`src/rtl/det_pkg.sv`:
```
// Shared types and helpers for the sequential determinant controller.
// Matrices are packed row-major, MSB first.
package det_pkg;

  localparam int ELEM_W = 8;
  localparam int DIM    = 5;
  localparam int DET_W  = 32;

  localparam int MAT_W  = DIM * DIM * ELEM_W;
  localparam int M4_W   = 16 * ELEM_W;
  localparam int MAT_IW = $clog2(MAT_W);
  localparam int M4_IW  = $clog2(M4_W);

  typedef enum logic [1:0] {
    IDLE,
    DIRECT,
    MINOR,
    DRAIN
  } state_t;

  typedef logic [MAT_W-1:0] mat5_t;
  typedef logic [M4_W-1:0]  mat4_t;

  function automatic logic signed [ELEM_W-1:0] elem(
    input mat5_t m,
    input int    r,
    input int    c
  );
    return m[MAT_IW'(MAT_W-1-ELEM_W*(DIM*r+c)) -: ELEM_W];
  endfunction

  function automatic mat4_t minor4(
    input mat5_t      m,
    input logic [2:0] col
  );
    mat4_t o;
    o = '0;
    for (int r = 0; r < 4; r++) begin
      for (int c = 0; c < 4; c++) begin
        o[M4_IW'(M4_W-1-ELEM_W*(4*r+c)) -: ELEM_W] =
          elem(m, r + 1, (c < int'(col)) ? c : c + 1);
      end
    end
    return o;
  endfunction

  // Orders below four are embedded in an identity so det4 equals their det.
  function automatic mat4_t pad4(
    input mat5_t      m,
    input logic [2:0] size
  );
    mat4_t o;
    o = '0;
    for (int r = 0; r < 4; r++) begin
      for (int c = 0; c < 4; c++) begin
        if (r < int'(size) && c < int'(size))
          o[M4_IW'(M4_W-1-ELEM_W*(4*r+c)) -: ELEM_W] = elem(m, r, c);
        else if (r == c)
          o[M4_IW'(M4_W-1-ELEM_W*(4*r+c)) -: ELEM_W] = ELEM_W'(1);
      end
    end
    return o;
  endfunction

endpackage

```
`src/rtl/determinante_4x4.sv`:
```
// Combinational 4x4 signed determinant, wrapping modulo 2^DET_W.
// Cofactor expansion along row 0.
module determinante_4x4
  import det_pkg::*;
(
  input  logic [M4_W-1:0]         matriz_in,
  output logic signed [DET_W-1:0] det_out
);

  logic signed [DET_W-1:0] a [4][4];

  function automatic logic signed [DET_W-1:0] d3(
    input logic signed [DET_W-1:0] p, q, s,
    input logic signed [DET_W-1:0] t, u, v,
    input logic signed [DET_W-1:0] x, y, z
  );
    return p * (u * z - v * y)
         - q * (t * z - v * x)
         + s * (t * y - u * x);
  endfunction

  always_comb begin
    for (int r = 0; r < 4; r++) begin
      for (int c = 0; c < 4; c++) begin
        a[r][c] = DET_W'($signed(
          matriz_in[M4_IW'(M4_W-1-ELEM_W*(4*r+c)) -: ELEM_W]));
      end
    end
  end

  assign det_out =
      a[0][0] * d3(a[1][1], a[1][2], a[1][3],
                   a[2][1], a[2][2], a[2][3],
                   a[3][1], a[3][2], a[3][3])
    - a[0][1] * d3(a[1][0], a[1][2], a[1][3],
                   a[2][0], a[2][2], a[2][3],
                   a[3][0], a[3][2], a[3][3])
    + a[0][2] * d3(a[1][0], a[1][1], a[1][3],
                   a[2][0], a[2][1], a[2][3],
                   a[3][0], a[3][1], a[3][3])
    - a[0][3] * d3(a[1][0], a[1][1], a[1][2],
                   a[2][0], a[2][1], a[2][2],
                   a[3][0], a[3][1], a[3][2]);

endmodule

```
`src/rtl/det_seq_ctrl.sv`:
```
// Sequential determinant controller: one shared 4x4 unit, time-shared
// over the five row-0 minors for order 5, used directly for orders 1..4.
module det_seq_ctrl
  import det_pkg::*;
(
  input  logic                    clk,
  input  logic                    rst,
  input  logic                    start,
  input  logic [2:0]              size,
  input  logic [MAT_W-1:0]        matriz_in,
  output logic                    busy,
  output logic                    done,
  output logic                    error,
  output logic signed [DET_W-1:0] det_out
);

  state_t                  r_state;
  state_t                  w_next;
  logic [2:0]              r_col;
  logic [2:0]              r_size;
  mat5_t                   r_m;
  logic signed [DET_W-1:0] r_acc;
  logic signed [DET_W-1:0] r_det4;
  logic signed [ELEM_W-1:0] r_coef;
  logic                    r_sign;
  logic                    r_busy;
  logic                    r_done;
  logic                    r_error;
  logic signed [DET_W-1:0] r_det_out;

  mat4_t                   w_op;
  logic signed [DET_W-1:0] w_det4;
  logic signed [DET_W-1:0] w_coef;
  logic signed [DET_W-1:0] w_prod;
  logic signed [DET_W-1:0] w_term;
  logic                    w_ok;

  assign w_ok = (size != 3'd0) && (size <= 3'd5);
  assign w_op = (r_state == MINOR) ? minor4(r_m, r_col)
                                   : pad4(r_m, r_size);

  determinante_4x4 u_det4 (
    .matriz_in (w_op),
    .det_out   (w_det4)
  );

  // Only the low DET_W bits of the widened product survive the wrap.
  assign w_coef = {{(DET_W-ELEM_W){r_coef[ELEM_W-1]}}, r_coef};
  assign w_prod = w_coef * r_det4;
  assign w_term = r_sign ? r_acc - w_prod : r_acc + w_prod;

  always_ff @(posedge clk) begin
    if (rst) r_state <= IDLE;
    else     r_state <= w_next;
  end

  always_comb begin
    w_next = r_state;
    unique case (r_state)
      IDLE:   if (start && w_ok)
                w_next = (size == 3'd5) ? MINOR : DIRECT;
      DIRECT: if (r_col == 3'd1) w_next = IDLE;
      MINOR:  if (r_col == 3'd4) w_next = DRAIN;
      DRAIN:  w_next = IDLE;
      default: w_next = IDLE;
    endcase
  end

  always_ff @(posedge clk) begin
    if (rst) begin
      r_col     <= '0;
      r_size    <= '0;
      r_m       <= '0;
      r_acc     <= '0;
      r_det4    <= '0;
      r_coef    <= '0;
      r_sign    <= 1'b0;
      r_busy    <= 1'b0;
      r_done    <= 1'b0;
      r_error   <= 1'b0;
      r_det_out <= '0;
    end else begin
      r_done  <= 1'b0;
      r_error <= 1'b0;
      unique case (r_state)
        IDLE: begin
          if (start && w_ok) begin
            r_m    <= matriz_in;
            r_size <= size;
            r_acc  <= '0;
            r_col  <= '0;
            r_busy <= 1'b1;
          end else if (start) begin
            r_error   <= 1'b1;
            r_det_out <= '0;
          end
        end
        DIRECT: begin
          if (r_col == 3'd0) begin
            r_det4 <= w_det4;
            r_col  <= 3'd1;
          end else begin
            r_det_out <= r_det4;
            r_done    <= 1'b1;
            r_busy    <= 1'b0;
            r_col     <= '0;
          end
        end
        MINOR: begin
          r_det4 <= w_det4;
          r_coef <= elem(r_m, 0, int'(r_col));
          r_sign <= r_col[0];
          if (r_col != 3'd0) r_acc <= w_term;
          r_col <= (r_col == 3'd4) ? 3'd0 : r_col + 3'd1;
        end
        DRAIN: begin
          r_det_out <= w_term;
          r_done    <= 1'b1;
          r_busy    <= 1'b0;
        end
        default: ;
      endcase
    end
  end

  assign busy    = r_busy;
  assign done    = r_done;
  assign error   = r_error;
  assign det_out = r_det_out;

endmodule

```
`config.mk`:
```
export PLATFORM = sky130hd
export DESIGN_NAME = det_seq_ctrl
export DESIGN_NICKNAME = d
export VERILOG_FILES = /design/src/rtl/det_pkg.sv /design/src/rtl/determinante_4x4.sv /design/src/rtl/det_seq_ctrl.sv
export SDC_FILE = /design/constraint.sdc
export NUM_CORES = 1
export LEC_CHECK = 0
export BUFFER_PORTS_ARGS = -buffer_cell sky130_fd_sc_hd__buf_2
export CAP_MARGIN = 10
export CELL_PAD_IN_SITES_DETAIL_PLACEMENT = 0
export CELL_PAD_IN_SITES_GLOBAL_PLACEMENT = 1
export CORE_MARGIN = 3
export CORE_UTILIZATION = 37
export DETAILED_ROUTE_END_ITERATION = 10
export GPL_TIMING_DRIVEN = 0
export PLACE_DENSITY_LB_ADDON = 0.1
export SKIP_LAST_GASP = 1
export SYNTH_ARGS = -nofsm -noshare
export SYNTH_HDL_FRONTEND = slang
export SYNTH_HIERARCHICAL = 1
export SYNTH_SLANG_ARGS = --single-unit
export TNS_END_PERCENT = 5
```
`constraint.sdc`:
```
create_clock -name clk -period 2 [get_ports clk]
set_input_delay 0.4 -clock clk [delete_from_list [all_inputs] [get_ports clk]]
set_output_delay 0.4 -clock clk [all_outputs]
set_load 0.005 [all_outputs]
```
# Word-level counts from Yosys, hierarchy flattened

Index checks and enable logic that the tools add are counted.

Input port bits: 206
Logic and storage cells: 60
Register bits after elaboration: 72

Reduce and logical (&&, ||, !) cells: 15
Equality and inequality tests: 14
Order comparisons: 1
Bitwise operators: 1
Add/sub/neg operators: 1
Muxes and demuxes: 21

Operators with widths:

| kind                  | count |
|---|---|
| $mux W32              | 5 |
| $pmux W32 S3          | 1 |
| $ne A2 B2 Y1 const B  | 6 |
| $reduce_bool A3 Y1    | 4 |
| $pmux W3 S3           | 1 |
| $mux W2               | 4 |
| $pmux W2 S4           | 1 |
| $reduce_and A4 Y1     | 2 |
| $eq A3 B3 Y1 const B  | 2 |
| $mux W3               | 2 |
| $reduce_and A3 Y1     | 2 |
| $mux W1               | 5 |
| $eq A2 B2 Y1 const B  | 2 |
| $ne A2 B1 Y1 const B  | 2 |
| $add A3 B1 Y3 const B | 1 |
| $eq A3 B1 Y1 const B  | 1 |
| $le A3 B3 Y1 const B  | 1 |
| $logic_not A3 Y1      | 1 |
| $pmux W1 S3           | 1 |
| $reduce_or A3 Y1      | 1 |
| $eq A2 B1 Y1 const B  | 1 |
| $logic_and A1 B1 Y1   | 2 |
| $logic_not A2 Y1      | 1 |
| $pmux W1 S2           | 1 |
| 3 further kinds       | 3 |

# Depth between registers and ports, before layout

Word-level depth: 5
Depth in mapped cells: 9
Depth with buffers taken out: 6

# Hierarchy

The synthesis kept the hierarchy.

Modules (own cells, without submodules):

| module           | cells an instance | times used | area each (um^2) |
|---|---|---|---|
| det_seq_ctrl     | 1,148             | 1          | 9,167.5 |
| determinante_4x4 | 33                | 1          | 244.0 |

# Least setup slack after synthesis

No wires, ideal clock.

Path type: reg-to-reg
From: register r_col[1]
To: register r_det_out[5], in the netlist det_out[5]
Buffers on the path: 3
Setup time: 0.134 ns
Arrival time: 1.860 ns
Path slack: 0.006 ns
Stages on the path, launching flop included: 10
Data required time: 1.866 ns
Path through: dfxtp_1 > clkbuf_1 > inv_1 > ha_1 > and3b_1 > a211o_1 > nor2_1 > buf_2 > buf_4 > a211oi_1

Cells in the longest elaborated chain, start to end: 3

RTL lines:

| what                        | line                | text |
|---|---|---|
| start: declaration          | det_seq_ctrl.sv:19  | `logic [2:0] r_col;` |
| start signal: assignment    | det_seq_ctrl.sv:114 | `r_col <= (r_col == 3'd4) ? 3'd0 : r_col + 3'd1;` |
| $logic_not A3 Y1            | det_seq_ctrl.sv:99  | `if (r_col == 3'd0) begin` |
| $ne A2 B2 Y1 (no line)      | n/a                 |  |
| $reduce_and A4 Y1 (no line) | n/a                 |  |
| end signal: assignment      | det_seq_ctrl.sv:103 | `r_det_out <= r_det4;` |
| end signal: assignment      | det_seq_ctrl.sv:117 | `r_det_out <= w_term;` |
| end: declaration            | det_seq_ctrl.sv:29  | `logic signed [DET_W-1:0] r_det_out;` |

No other way between the ends.
A chain may end at the register's enable or synchronous reset.

# Worst setup path in the final report

From: register r_col[0]
To: register r_det_out[7], in the netlist det_out[7]

The elaborated chain is that of the path after synthesis.

==> impl_metrics.toml <==
[die]
initial_core_util_pct = 39.0
num_io_pins = 241
num_rows = 37
dieArea_um2 = 12400
die_w_um = 111
core-area_um2 = 10600
die_height_um = 111

[power]
total_power_mw = 7.01
irDropWorstVdd_uv = 549
power.density_nw_per_um2 = 1430
leakage_nw = 2.02

[global_routing]
grt_start_max_net_pins = 17
grt_usage_pct = 17.0
gr-total-overflow = 0
antenna_found_initial = 0
grt_pass1_wl_um = 16800
grt_pass1_vias = 3280

[synth]
syn_avg_cell_area_um2 = 8.91
netlist_area_um2 = 4120
ys_warn_count = 6
syn_inst = 462

[worst_hold_path]
hp-class = "in2reg"

[route]
viasPerCell = 4.77
via_count = 3278
drtAntennaViolNets = 0
drt_wl_total_um = 10100
drc = 0
wl_per_cell_um = 14.7
drt_pass1_iterations = 4
drtIter0Drc = 167

[sta]
max_freq_mhz = 505
tightest_slew_ns = 0.536
min_period_ns = 1.98
finalSetupViolations = 0
worst_slack_ns = 0.0217
slew_headroom_pct = 63.4
hold_violations = 0
finClkSkew_ns = 0.00950
min_period_over_period_pct = 98.9
rsz0062_at_grt = "true"
maxSlewViolCount = 0

[final_layout]
layout-drive-gt1-share_pct = 22.7
antenna_cells = 0
area_growth_pct = 19.1
fin_nets = 758

[place]
gp_congestion = 0.794
preCtsSetupSlack_ns = -0.266
io_buffers = 39
place_hpwl_um = 7070

[critical_path]
crit_arrival_ns = 2.26
critPathLaunchType = "register"
path_max_fanout = 10
critical_path_class = "reg2reg"
cp-end-kind = "register"
required_ns = 2.28

[clocking]
worstSkewPairLatency_ns = 0.37
cts_max_level = 3
cts_tree = "yes"
clock-sinks = 101
cts.clk_slew.worst_paths_ns = 0.09
cts_buffers = 9
cts_root_buffer = "clkbuf_8"
cts_max_path_buffers = 2

[flow_run]
cap_violations = 0

[status]
outcome = "finished clean"
report_power, final:
part	internal [mW]	total (mW)	switching (mW)
sequential	2.46	2.69	0.232
combinational	1.19	2.97	1.79
clock	0.619	1.34	0.722
repair_timing:
action                     in CTS  in global routing
buffers inserted                2                  2
resized for setup              13                 13
setup endpoints to repair      62                 76
hold buffers                    0                  0
pin swaps                       3                  2
critical path, stage by stage (launching register included):
cell and delay [ns]:
dfxtp_1 0.40, inv_1 0.06, ha_1 0.24, and3b_2 0.28, a211oi_4 0.24, buf_4 0.18
buf_4 0.18, a21oi_1 0.08, a211oi_1 0.22
per-layer routing:
metal	wire length (um)	global-route usage, %	vias to the layer above
li1	-	-	1707
met1	4790	22.0	1511
met5	0	0	-
met3	286	4.57	15
met2	4780	27.1	45
met4	250	6.41	0
state kept, by name (all words and copies together), names as in the netlist:
signal	cells
error	1
r_col	3
det_out	32
r_state	2
busy	1
r_det4	32
r_acc	29
done	1
placed cells by master (no fill, tap or decap), types with 2 or more instances in the layout:
cell	count
dfxtp_1	101
nand2_1	69
a21oi_1	68
buf_2	50
buf_4	37
conb_1	32
and2_1	31
a22oi_1	29
a211oi_1	28
clkbuf_1	19
clkbuf_8	10
inv_1	8
buf_6	6
clkbuf_2	6
o21ai_0	6
ha_1	6
nand4_1	4
nor2_1	4
and3_1	3
a32oi_1	2
or4_1	2
o31ai_1	2
a211oi_2	2
clkinv_2	2
inv_6	2
per-stage QoR:
| stage | utilization, % | hold slack, ns | cell area (um2) | setup TNS (ns) | cells |
|---|---|---|---|---|---|
| floorplan | - | 0.430 | 4230 | 0 | 493 |
| global placement | 43.6 | 0.438 | 4600 | -12.54 | 668 |
| detailed placement | 43.6 | 0.444 | 4600 | -12.52 | 668 |
| CTS | 46.1 | 0.372 | 4860 | -0.721 | 686 |
| global route | 46.5 | 0.404 | 4900 | -1.88 | 687 |
| finish | 46.5 | 0.398 | 4900 | 0 | 687 |
worst paths after layout:
path,start,depth (start not counted),slack [ns],endpoint
setup / recovery,r_col[0],8,0.02,det_out[7]
hold reg to reg,r_det4[23],2,0.46,r_det4[23]
hold / removal,size[0],3,0.40,r_state[1]
setup reg to reg,r_col[0],8,0.02,det_out[7]
area by class of cell:
cell class / instances / area (um2)
plain buffers: 76 / 483
multi-input cells: 307 / 1760
clock inverters: 5 / 57.6
clock buffers: 11 / 141
flip-flops and latches: 101 / 2020
fillers: 1090 / 5650
repair buffers: 43 / 238
well taps: 136 / 170
inverters: 8 / 30.0
(Power assumes the default switching activity.)
